[src/rtl/pipe_stage_latch.sv]
// Generic inter-stage pipeline register: opaque ctrl/data payload with stall,
// flush, edge-detected single-step, EOF halt, capture counter and debug snapshot.
module pipe_stage_latch #(
  parameter int NB_DATA     = 96,
  parameter int NB_CTRL     = 8,
  parameter int NB_CNT      = 16,
  parameter int HALT_ON_EOF = 1,
  parameter int DBG_SIZE    = NB_DATA + NB_CTRL + NB_CNT + 4
) (
  input  logic                i_clk,
  input  logic                i_reset,
  input  logic [1:0]          i_pipeline_mode,
  input  logic                i_execute_instruct,
  input  logic                i_stall,
  input  logic                i_flush,
  input  logic                i_valid,
  input  logic [NB_CTRL-1:0]  i_ctrl,
  input  logic [NB_DATA-1:0]  i_data,
  input  logic                i_EOF_flag,
  output logic                o_valid,
  output logic [NB_CTRL-1:0]  o_ctrl,
  output logic [NB_DATA-1:0]  o_data,
  output logic                o_EOF_flag,
  output logic                o_advance,
  output logic [1:0]          o_state,
  output logic [NB_CNT-1:0]   o_capture_count,
  output logic [DBG_SIZE-1:0] o_debug_data
);

  typedef enum logic [1:0] {
    ST_HOLD = 2'b00,
    ST_RUN  = 2'b01,
    ST_STEP = 2'b11,
    ST_HALT = 2'b10
  } state_t;

  localparam logic [1:0] MODE_RUN  = 2'b01;
  localparam logic [1:0] MODE_STEP = 2'b11;

  state_t              state_q, state_d;
  logic                exec_q;
  logic                valid_q, valid_d;
  logic [NB_CTRL-1:0]  ctrl_q, ctrl_d;
  logic [NB_DATA-1:0]  data_q, data_d;
  logic                eof_q, eof_d;
  logic [NB_CNT-1:0]   count_q, count_d;
  logic                advance_q;
  logic [DBG_SIZE-1:0] debug_q;

  logic step_pulse;
  logic en;
  logic do_flush;
  logic do_load;

  // The advance slot uses the registered state with the live mode, so a mode
  // change costs one edge before captures resume.
  always_comb begin
    step_pulse = i_execute_instruct & ~exec_q;
    en         = ((state_q == ST_RUN)  && (i_pipeline_mode == MODE_RUN)) ||
                 ((state_q == ST_STEP) && (i_pipeline_mode == MODE_STEP) && step_pulse);
    do_flush   = en & i_flush;
    do_load    = en & ~i_flush & ~i_stall;
  end

  always_comb begin
    valid_d = valid_q;
    ctrl_d  = ctrl_q;
    data_d  = data_q;
    eof_d   = eof_q;
    count_d = count_q;
    if (do_flush) begin
      valid_d = 1'b0;
      ctrl_d  = '0;
      data_d  = '0;
      eof_d   = 1'b0;
    end else if (do_load) begin
      valid_d = i_valid;
      ctrl_d  = i_ctrl;
      data_d  = i_data;
      eof_d   = i_EOF_flag;
    end
    if ((do_flush || do_load) && (count_q != {NB_CNT{1'b1}}))
      count_d = count_q + 1'b1;
  end

  always_comb begin
    state_d = state_q;
    if (state_q != ST_HALT) begin
      if ((HALT_ON_EOF != 0) && do_load && i_valid && i_EOF_flag)
        state_d = ST_HALT;
      else begin
        case (i_pipeline_mode)
          MODE_RUN:  state_d = ST_RUN;
          MODE_STEP: state_d = ST_STEP;
          default:   state_d = ST_HOLD;
        endcase
      end
    end
  end

  always_ff @(posedge i_clk or posedge i_reset) begin
    if (i_reset) begin
      state_q   <= ST_HOLD;
      exec_q    <= 1'b0;
      valid_q   <= 1'b0;
      ctrl_q    <= '0;
      data_q    <= '0;
      eof_q     <= 1'b0;
      count_q   <= '0;
      advance_q <= 1'b0;
      debug_q   <= '0;
    end else begin
      state_q   <= state_d;
      exec_q    <= i_execute_instruct;
      valid_q   <= valid_d;
      ctrl_q    <= ctrl_d;
      data_q    <= data_d;
      eof_q     <= eof_d;
      count_q   <= count_d;
      advance_q <= do_flush | do_load;
      debug_q   <= {count_d, state_d, eof_d, valid_d, ctrl_d, data_d};
    end
  end

  assign o_valid         = valid_q;
  assign o_ctrl          = ctrl_q;
  assign o_data          = data_q;
  assign o_EOF_flag      = eof_q;
  assign o_advance       = advance_q;
  assign o_state         = state_q;
  assign o_capture_count = count_q;
  assign o_debug_data    = debug_q;

endmodule
[config.mk]
export PLATFORM = sky130hd
export DESIGN_NAME = pipe_stage_latch
export DESIGN_NICKNAME = d
export VERILOG_FILES = /design/src/rtl/pipe_stage_latch.sv
export SDC_FILE = /design/constraint.sdc
export NUM_CORES = 1
export LEC_CHECK = 0
export ABC_AREA = 1
export CORE_AREA = 2 2 142 144
export CTS_CLUSTER_SIZE = 28
export DETAILED_ROUTE_END_ITERATION = 6
export DIE_AREA = 0 0 144 146
export PLACE_DENSITY = 0.75
export SLEW_MARGIN = 20
export SYNTH_ARGS = -nofsm -noshare
export SYNTH_HDL_FRONTEND = slang
export SYNTH_SLANG_ARGS = --single-unit
[constraint.sdc]
create_clock -name i_clk -period 7.95 [get_ports i_clk]
set_input_delay 1.59 -clock i_clk [delete_from_list [all_inputs] [get_ports i_clk]]
set_output_delay 1.59 -clock i_clk [all_outputs]
set_load 0.1 [all_outputs]
Yosys cells after proc, flatten, opt, wreduce, memory -nomap -nowiden. Index checks and enable logic that the tools add are counted.

Output and inout bits: 249. Register bits after elaboration: 250.

Bitwise logic cells: 8. Add/subtract/negate cells: 1. Muxes and demuxes: 12. Equality and inequality tests: 6. Reductions and logical operators: 8.

Operators by type and width (count): 2-to-1 mux 96 bit (2); adder 16 x 1 -> 16 bit, second input constant (1); 2-to-1 mux 16 bit (1); 2-to-1 mux 8 bit (2); inequality test 16 bit, second input constant (1); logical AND 1 bit (6); AND 1 bit (4); == test 2 x 1 -> 1 bit, second input constant (2); == test 2 bit, second input constant (2); 2-to-1 mux 1 bit (4); 2-to-1 mux 2 bit (2); case mux 2 bit (2 select lines) (1); NOT 1 bit (3); logical OR 1 bit (2); inequality test 2 bit, second input constant (1); bitwise OR 1 bit (1).

Logic depth before layout (Yosys ltp). Gate-level depths: netlist of the first run.

Word-level depth: 10. Depth in mapped cells: 10. Gate-level depth less buffers: 9.

Least setup slack after synthesis of the first run. OpenSTA, ideal clock, no wires.

Kind: flip-flop to output port. Start point: register debug_q[117], in the netlist o_debug_data[117]. End point: output port o_debug_data[117]. Data required time: 6360 ps. Arrival time: 1403 ps. Path buffers: 1. Cell stages (with the launch flop): 2. Setup slack: 4957 ps. Path through: dfrtp_1 -> buf_4.

RTL lines: start, declared (line 48) `logic [DBG_SIZE-1:0] debug_q;`; start signal, assigned (line 121) `debug_q <= {count_d, state_d, eof_d, valid_d, ctrl_d, data_d};`; end, declared (line 27) `output logic [DBG_SIZE-1:0] o_debug_data`.

No word-level cell between the ends.

Worst setup path in the final report of the first run.
Start point: register debug_q[120], in the netlist o_debug_data[120]. End point: output port o_debug_data[120].

No word-level cell between the ends.

==> run_results.csv, run 1 <==
group,metric,value,unit
setup_path,slowest_delay,1.21,ns
die,initial_core_util,0.328,
layout,area_growth,54.2,%
clock_network,numCtsBuffers,17,
pwr,swShare,0.266,
clock_network,cts_buffer_depth,2,
setup_path,reg2reg_depth,7,
synthesis,yosysSeqAreaShare,0.498,
placement,dp_cells,1230,
setup_path,crit_cells,1,
synthesis,synth.avg_cell_area,8.35,um^2
setup_path,critPathCaptureType,"output port",
layout,final_util,0.505,
sta,whs,0.495,ns
clock_network,cts_tree,"built",
synthesis,synth_nets,873,
setup_path,cp_slowest_cell,"clkdlybuf4s50_1",
global_routing,grt_overflow,0,
placement,gp_congestion,0.878,
setup_path,critical_path.cell_chain,"clkdlybuf4s50_1",
detailed_routing,wirelength,19300,um
detailed_routing,final_antenna_net_count,0,
setup_path,worstSetupStartpoint,"o_debug_data[120]",
layout,final_cell_count_no_fill,1261,
layout,nNetsFinal,1098,
global_routing,grt_antenna_before_repair,0,
hold_path,hp-class,"reg2reg",
die,core_area,19300,um^2
detailed_routing,post-route-drc-count,0,
sta,fin_ws,4.25,ns
setup_path,reg2reg_from,"o_debug_data[106]",
synthesis,synth_warnings,0,
clock_network,ctsResizeCount,0,
pwr,fin_total_pwr,1.56,mW
setup_path,worst_ep_arrival_time,2.11,ns
pwr,p_comb_frac,0.118,
run_status,status,"complete, no violations",
synthesis,synth-adder-area-share,0.00198,
setup_path,path_buf_inv,1,
clock_network,clock_latency,0.41,ns
detailed_routing,num_vias,5660,
die,die_y,146,um
pwr,intPower,1.14,mW
clock_network,cts-hold-fix-buffers,0,
detailed_routing,detail_route.iter0.violations,223,
pwr,seqPwrFrac,0.419,
sta,grt_setup_unrepaired,"no",
setup_path,r2r_end,"o_debug_data[10]",
global_routing,grt_pass1_vias,5413,
setup_path,start_kind,"register",
detailed_routing,drt-pass1-iter-count,7,
sta,slew_headroom,0.296,
pwr,pwr-share-clk,0.463,
sta,finClkSkew,0.00669,ns
sta,totalNegativeSetupSlack,0,ns
setup_path,ff2ff_setup_slack,5.82,ns
sta,period_share,0.465,
synthesis,synth_top_family_by_area,"simple AND/OR/NAND/NOR gates",
layout,final_cell_area,9770,um^2
pwr,vdd.ir_drop.worst,0.129,mV
clock_network,clk_pin_slew,0.06,ns
clock_network,post-cts-setup-buffers,0,
synthesis,syn_area,6330,um^2
synthesis,synth-xor-area-share,0.00968,
synthesis,synth.ff_latch_count,126,
setup_path,path_delay_family,"buffers and inverters",
sta,max_freq,271,MHz
placement,port_buffers,361,
synthesis,synth_compound_area_frac,0.00593,
global_routing,grt.total_usage,0.179,
layout,antenna_cells,0,
die,rows,51,
sta,min_period,3.70,ns
setup_path,critPathKind,"reg2out",
synthesis,synthMuxAreaShare,0,
sta,setup_viol,0,
placement,pre_cts_ws,4.03,ns
synthesis,synth-simple-area-share,0.296,
die,fp.dieW,144,um
pwr,p_per_area,159,nW/um^2
die,die_area,21000,um^2
synthesis,synthDistinctLibCells,24,
synthesis,syn_inst,759,
setup_path,worstPathRequired,6.36,ns
detailed_routing,vias_per_cell,4.49,
pwr,switchingPower,414,uW
clock_network,cts_sinks,126,
flow_run,max_cap_viol_count,0,
die,pin_count,362,
setup_path,critical_path.max_fanout,7,
clock_network,ctsRootBufferMaster,"clkbuf_16",
layout,fill_cells,1843,
sta,drv_slew,0,
sta,worst_pin_slew,1.05,ns
detailed_routing,post_drt_wl_per_cell,15.3,um
placement,placed_area,9220,um^2
layout,drive_gt1_frac,0.0512,
placement,dpl.hpwl,14000,um
global_routing,grt_max_degree,72,
global_routing,grt_pass1_wl,29500,um
sta,hold_viol_final,0,
clock_network,htree_levels,4,
setup_path,cp-endpoint,"o_debug_data[120]",
pwr,leakagePower,4.63,nW
## power groups by stage
stage	registers [mW]	clock network, mW	logic, mW
detailed placement	0.663	0	0.186
floorplan	0.700	0	0.0688
global placement	0.663	0	0.185
CTS	0.652	0.742	0.186
global route	0.652	0.769	0.193
finish	0.652	0.720	0.184
## Yosys cell counts
master,n,area [um^2]
inv_2,4,15.0
or2_2,1,6.26
nand3_4,1,17.5
buf_4,125,938
nand3b_1,1,7.51
buf_2,17,85.1
dfrtp_1,126,3150
buf_1,6,22.5
nor2_8,1,20.0
nor2_2,1,6.26
nand2_4,2,22.5
nor2_1,16,60.1
nand4_1,5,31.3
o21ai_0,3,15.0
buf_6,2,22.5
clkbuf_1,9,33.8
o21bai_1,3,22.5
nor2_4,3,33.8
nand3_1,118,591
nand2_2,2,12.5
nand2_1,284,1070
ha_1,1,12.5
xor2_1,7,61.3
inv_1,21,78.8
## metal layers
metal | share of wire | vias up | global-route usage | wire length (um)
met1 | 0.41 | 2688 | 0.216 | 7850
met4 | 0.015 | 0 | 0.0559 | 286
li1 | - | 2715 | - | -
met2 | 0.51 | 233 | 0.310 | 9780
met5 | 0 | - | 0 | 0
met3 | 0.073 | 24 | 0.0474 | 1410
## layout make-up
| cell class | instances | area, um^2 | share of cell area |
|---|---|---|---|
| Clock buffer | 17 | 425 | 0.0436 |
| Inverter | 25 | 96.3 | 0.00986 |
| Timing Repair Buffer | 365 | 3640 | 0.373 |
| Tap cell | 265 | 332 | 0.0339 |
| Clock inverter | 14 | 123 | 0.0126 |
| Multi-Input combinational cell | 449 | 2000 | 0.204 |
| Sequential cell | 126 | 3150 | 0.323 |
## sequential cells by signal, summed over array words and instances, names as in the netlist
signal / flops
o_debug_data: 123
o_capture_count: 1
exec_q: 1
o_advance: 1
## worst min path at each step
stage | start | end | slack (ns) | depth (start not counted)
4_1_cts | o_debug_data[16] | o_debug_data[16] | 0.50 | 2
3_5_place_dp | o_debug_data[16] | o_debug_data[16] | 0.48 | 2
3_3_place_gp | o_debug_data[101] | o_debug_data[101] | 0.48 | 2
2_1_floorplan | exec_q | o_advance | 0.68 | 5
6_report | o_debug_data[101] | o_debug_data[101] | 0.49 | 2
5_1_grt | o_debug_data[9] | o_debug_data[9] | 0.52 | 2
## layout by cell type (no fill, tap or decap), drive strengths merged
cell type and instances:
buf 4, bufinv 1, clkbuf 17, clkdlybuf4s50 361, clkinv 7, clkinvlp 5
dfrtp 126, ha 1, inv 26, nand2 288, nand3 119, nand3b 1
nand4 5, nor2 21, o21ai 3, o21bai 3, or2 1, xor2 7
## cells by family after synthesis
kind of cell	Yosys count
AOI/OAI and AO/OA	6
xor gates and xnor gates	7
adders and majority gates	1
buffers and inverters	184
DFF	126
and+or+nand+nor	435
(Power assumes the default switching activity.)
==> run 2: changes to the inputs <==
--- a/config.mk
+++ b/config.mk
@@ -6,11 +6,11 @@
 export NUM_CORES = 1
 export LEC_CHECK = 0
 export ABC_AREA = 1
-export CORE_AREA = 2 2 142 144
+export CORE_AREA = 2 2 139 141
 export CTS_CLUSTER_SIZE = 28
 export DETAILED_ROUTE_END_ITERATION = 6
-export DIE_AREA = 0 0 144 146
-export PLACE_DENSITY = 0.75
+export DIE_AREA = 0 0 141 143
+export PLACE_DENSITY = 0.78
 export SLEW_MARGIN = 20
 export SYNTH_ARGS = -nofsm -noshare
 export SYNTH_HDL_FRONTEND = slang
==> constraint.sdc (replaced) <==
create_clock -name i_clk -period 3.6 [get_ports i_clk]
set_input_delay 0.72 -clock i_clk [delete_from_list [all_inputs] [get_ports i_clk]]
set_output_delay 0.72 -clock i_clk [all_outputs]
set_load 0.1 [all_outputs]
==> run_results.csv, run 2 (synthesized netlist as in run 1, its figures left out) <==
group,metric,value,unit
global_routing,grt_pass1_vias,5380,
die,die_y,143,um
clock_network,post-cts-setup-buffers,0,
setup_path,critPathKind,"reg2out",
placement,dpl.hpwl,14300,um
pwr,p_comb_frac,0.113,
run_status,status,"complete, no violations",
detailed_routing,post_drt_wl_per_cell,15.9,um
layout,nNetsFinal,1103,
clock_network,ctsResizeCount,0,
placement,gp_congestion,0.884,
setup_path,path_delay_family,"buffers and inverters",
clock_network,clock_latency,0.41,ns
placement,pre_cts_ws,0.938,ns
sta,hold_viol_final,0,
layout,final_cell_mix,"clkdlybuf4s50_1, nand2_1, dfrtp_1, nand3_1, buf_4",
detailed_routing,final_antenna_net_count,0,
sta,grt_setup_unrepaired,"no",
clock_network,ctsRootBufferMaster,"clkbuf_16",
global_routing,grt_max_degree,127,
sta,slew_headroom,0.322,
sta,drv_slew,0,
pwr,switchingPower,953,uW
pwr,seqPwrFrac,0.396,
pwr,swShare,0.262,
die,rows,50,
sta,setup_viol,0,
pwr,p_per_area,371,nW/um^2
pwr,intPower,2.69,mW
die,fp.dieW,141,um
clock_network,clk_pin_slew,0.06,ns
sta,min_period,2.82,ns
pwr,vdd.ir_drop.worst,0.301,mV
detailed_routing,wirelength,19700,um
detailed_routing,num_vias,5648,
die,core_area,18600,um^2
layout,fill_cells,1690,
global_routing,grt_pass1_wl,29700,um
layout,largest_reg_flops,123,
global_routing,grt.total_usage,0.189,
setup_path,critPathCaptureType,"output port",
pwr,leakagePower,4.73,nW
setup_path,critical_path.max_fanout,7,
sta,fin_ws,0.775,ns
detailed_routing,drt-pass1-iter-count,5,
global_routing,grt_antenna_before_repair,2,
sta,finClkSkew,0.0108,ns
detailed_routing,vias_per_cell,4.57,
sta,worst_pin_slew,1.01,ns
layout,final_common_cell,"clkdlybuf4s50_1",
sta,totalNegativeSetupSlack,0,ns
layout,final_cell_area,9810,um^2
sta,period_share,0.785,
clock_network,cts_sinks,126,
setup_path,worst_ep_arrival_time,2.10,ns
setup_path,path_buf_inv,1,
clock_network,cts_tree,"built",
setup_path,critical_path.cell_chain,"clkdlybuf4s50_1",
setup_path,slowest_delay,1.20,ns
die,pin_count,362,
sta,max_freq,354,MHz
die,initial_core_util,0.341,
placement,placed_area,9200,um^2
hold_path,hp-class,"reg2reg",
clock_network,htree_levels,4,
global_routing,grt_overflow,0,
detailed_routing,post-route-drc-count,0,
layout,area_growth,54.8,%
clock_network,cts_buffer_depth,2,
layout,drive_gt1_frac,0.0758,
pwr,pwr-share-clk,0.491,
die,die_area,20200,um^2
detailed_routing,detail_route.iter0.violations,328,
placement,port_buffers,361,
clock_network,cts-hold-fix-buffers,0,
setup_path,start_kind,"register",
setup_path,worstPathRequired,2.88,ns
setup_path,cp_slowest_cell,"clkdlybuf4s50_1",
flow_run,max_cap_viol_count,0,
clock_network,numCtsBuffers,17,
## run 2: final timing paths
check | start | to | slack (ns) | depth (start not counted)
worst max-delay path | o_debug_data[119] | o_capture_count[11] | 0.78 | 1
worst min-delay path | o_debug_data[88] | o_debug_data[88] | 0.50 | 2
worst max register to register | o_debug_data[106] | o_debug_data[35] | 1.69 | 7
worst min register to register | o_debug_data[88] | o_debug_data[88] | 0.50 | 2
max in group asynchronous | i_reset | o_debug_data[19] | 2.24 | 3
min in group asynchronous | i_reset | o_debug_data[40] | 0.87 | 3
## run 2: per-stage QoR
| step | hold WS (ns) | std cells | utilization | total power, mW |
|---|---|---|---|---|
| global route | 0.523 | 1236 | 0.528 | 3.77 |
| finish | 0.499 | 1237 | 0.528 | 3.64 |
| CTS | 0.505 | 1236 | 0.528 | 3.69 |
| floorplan | 0.684 | 759 | - | 1.70 |
| detailed placement | 0.489 | 1204 | 0.495 | 1.88 |
| global placement | 0.478 | 1204 | 0.495 | 1.88 |
## run 2: power by group through the flow
stage	Clock, mW	Sequential, mW	Combinational, mW
6_report	1.79	1.44	0.412
5_1_grt	1.90	1.44	0.431
4_1_cts	1.84	1.44	0.416
3_5_place_dp	0	1.47	0.414
3_3_place_gp	0	1.47	0.412
2_1_floorplan	0	1.55	0.152
## run 2: metal layers
layer	up-vias	routed length, um	global-route usage
met4	0	92	0.0416
met2	256	10000	0.332
li1	2726	-	-
met1	2661	8080	0.232
met3	5	1470	0.0540
met5	-	0	0
## run 2: cell type report
| type | count | area [um^2] | share of cell area |
|---|---|---|---|
| antenna | 1 | 2.50 | 0.000255 |
| clock buffer | 18 | 429 | 0.0438 |
| clock inverter | 14 | 180 | 0.0184 |
| inverter | 25 | 97.6 | 0.00995 |
| multi-input combinational | 449 | 2000 | 0.203 |
| sequential | 126 | 3150 | 0.322 |
| tap | 234 | 293 | 0.0299 |
| timing repair buffer | 370 | 3660 | 0.373 |
==> run 3: changes to the inputs <==
==> constraint.sdc (replaced) <==
create_clock -name i_clk -period 2.9 [get_ports i_clk]
set_input_delay 0.58 -clock i_clk [delete_from_list [all_inputs] [get_ports i_clk]]
set_output_delay 0.58 -clock i_clk [all_outputs]
set_load 0.1 [all_outputs]
==> run_results.csv, run 3 (synthesized netlist as in run 1, its figures left out) <==
group,metric,value,unit
global_routing,grt_overflow,0,
die,rows,50,
detailed_routing,vias_per_cell,4.56,
setup_path,critical_path.cell_chain,"clkdlybuf4s50_1 -> inv_1 -> nor2_1 -> nand2_1 -> nand2_1 -> nand3_4 -> nor2_4 -> o21ai_0",
placement,gp_congestion,0.834,
layout,final_cell_count_no_fill,1243,
clock_network,cts_sinks,126,
global_routing,grt_pass1_wl,29300,um
clock_network,numCtsBuffers,17,
die,pin_count,362,
sta,slew_headroom,0.695,
setup_path,path_buf_inv,2,
run_status,status,"complete, no violations",
layout,nNetsFinal,1109,
sta,drv_slew,0,
hold_path,hold_path_end,"o_debug_data[27]",
detailed_routing,post-route-drc-count,0,
clock_network,post-cts-setup-buffers,0,
pwr,vdd.ir_drop.worst,0.367,mV
setup_path,reg2reg_depth,7,
setup_path,path_delay_family,"simple AND/OR/NAND/NOR gates",
sta,setup_viol,0,
die,fp.dieW,141,um
detailed_routing,post_drt_wl_per_cell,15.7,um
global_routing,grt.total_usage,0.186,
pwr,fin_total_pwr,4.55,mW
die,die_y,143,um
clock_network,clk_pin_slew,0.06,ns
setup_path,critPathKind,"in2reg",
layout,area_growth,47.1,%
sta,finClkSkew,0.0112,ns
placement,dpl.hpwl,14400,um
setup_path,worstPathRequired,3.18,ns
detailed_routing,wirelength,19500,um
detailed_routing,drt-pass1-iter-count,4,
sta,grt_setup_unrepaired,"no",
setup_path,slowest_delay,0.47,ns
layout,drive_gt1_frac,0.307,
detailed_routing,num_vias,5672,
sta,min_period,1.97,ns
pwr,leakagePower,5.23,nW
clock_network,cts_buffer_depth,2,
clock_network,cts_tree,"built",
detailed_routing,detail_route.iter0.violations,162,
placement,port_buffers,361,
setup_path,worst_ep_arrival_time,2.25,ns
layout,largest_reg_flops,123,
die,initial_core_util,0.341,
setup_path,ff2ff_setup_slack,1.20,ns
clock_network,htree_levels,4,
layout,fill_cells,1736,
sta,totalNegativeSetupSlack,0,ns
hold_path,min_from,"o_debug_data[27]",
setup_path,cp_slowest_cell,"clkdlybuf4s50_1",
sta,period_share,0.678,
hold_path,hp-class,"reg2reg",
setup_path,start_kind,"primary input",
setup_path,reg2reg_from,"o_debug_data[107]",
layout,final_cell_mix,"nand2_1, buf_4, dfrtp_1, nand3_1, clkdlybuf4s50_1",
clock_network,ctsRootBufferMaster,"clkbuf_16",
detailed_routing,final_antenna_net_count,0,
clock_network,clock_latency,0.41,ns
clock_network,ctsResizeCount,0,
die,core_area,18600,um^2
setup_path,critical_path.max_fanout,21,
setup_path,crit_top_cell,"nand2_1",
die,die_area,20200,um^2
setup_path,r2r_end,"o_debug_data[110]",
sta,hold_viol_final,0,
clock_network,cts-hold-fix-buffers,0,
hold_path,holdPathStages,2,
global_routing,grt_pass1_vias,5365,
pwr,p_per_area,488,nW/um^2
placement,dp_cells,1210,
layout,final_common_cell,"nand2_1",
global_routing,grt_antenna_before_repair,1,
flow_run,max_cap_viol_count,0,
global_routing,grt_max_degree,74,
sta,worst_pin_slew,0.457,ns
setup_path,critPathCaptureType,"register",
sta,max_freq,508,MHz
[run 3: cell type report]
cell class / instances / area (um^2) / area share
Clock buffer: 20 / 437 / 0.0469
Antenna cell: 1 / 2.50 / 0.000269
Sequential cell: 126 / 3150 / 0.338
Tap cell: 234 / 293 / 0.0314
Timing Repair Buffer: 376 / 3150 / 0.338
Multi-Input combinational cell: 449 / 2000 / 0.214
Inverter: 25 / 97.6 / 0.0105
Clock inverter: 12 / 185 / 0.0199
[run 3: power breakdown]
| group | switching (mW) | total (mW) | leakage, nW | internal [mW] |
|---|---|---|---|---|
| sequential | 0.0144 | 1.79 | 1.74 | 1.77 |
| combinational | 0.320 | 0.504 | 3.20 | 0.185 |
| clock | 0.806 | 2.25 | 0.299 | 1.45 |
[run 3: metal layers]
metal / vias up / track usage / routed length [um]
met1: 2657 / 0.233 / 7930
met3: 24 / 0.0503 / 1410
met4: 0 / 0.0647 / 306
met5: - / 0 / 0
li1: 2740 / - / -
met2: 251 / 0.312 / 9820
[run 3: stage by stage]
step	hold slack [ns]	setup slack (ns)	util	instance area [um^2]
5_1_grt	0.527	0.784	0.501	9310
6_report	0.497	0.932	0.501	9320
4_1_cts	0.501	0.926	0.501	9310
3_3_place_gp	0.480	0.563	0.468	8690
3_5_place_dp	0.487	0.480	0.468	8690
2_1_floorplan	0.611	0.718	-	6340
[run 3: worst max path at each step]
stage / start / slack [ns] / cells after the start / to
global route: i_execute_instruct / 0.78 / 9 / o_debug_data[118]
detailed placement: i_execute_instruct / 0.48 / 8 / o_debug_data[110]
finish: i_execute_instruct / 0.93 / 8 / o_debug_data[110]
global placement: i_execute_instruct / 0.56 / 9 / o_debug_data[122]
floorplan: o_debug_data[108] / 0.72 / 10 / o_debug_data[117]
CTS: i_execute_instruct / 0.93 / 9 / o_debug_data[121]
[run 3: worst register-to-register path, cell delays in order (launching register included)]
cell     delay, ns
dfrtp_1       0.43
nand2_1       0.08
inv_1         0.06
nand2_1       0.04
nand2_1       0.10
nand3_4       0.28
nor2_4        0.43
o21ai_0       0.15
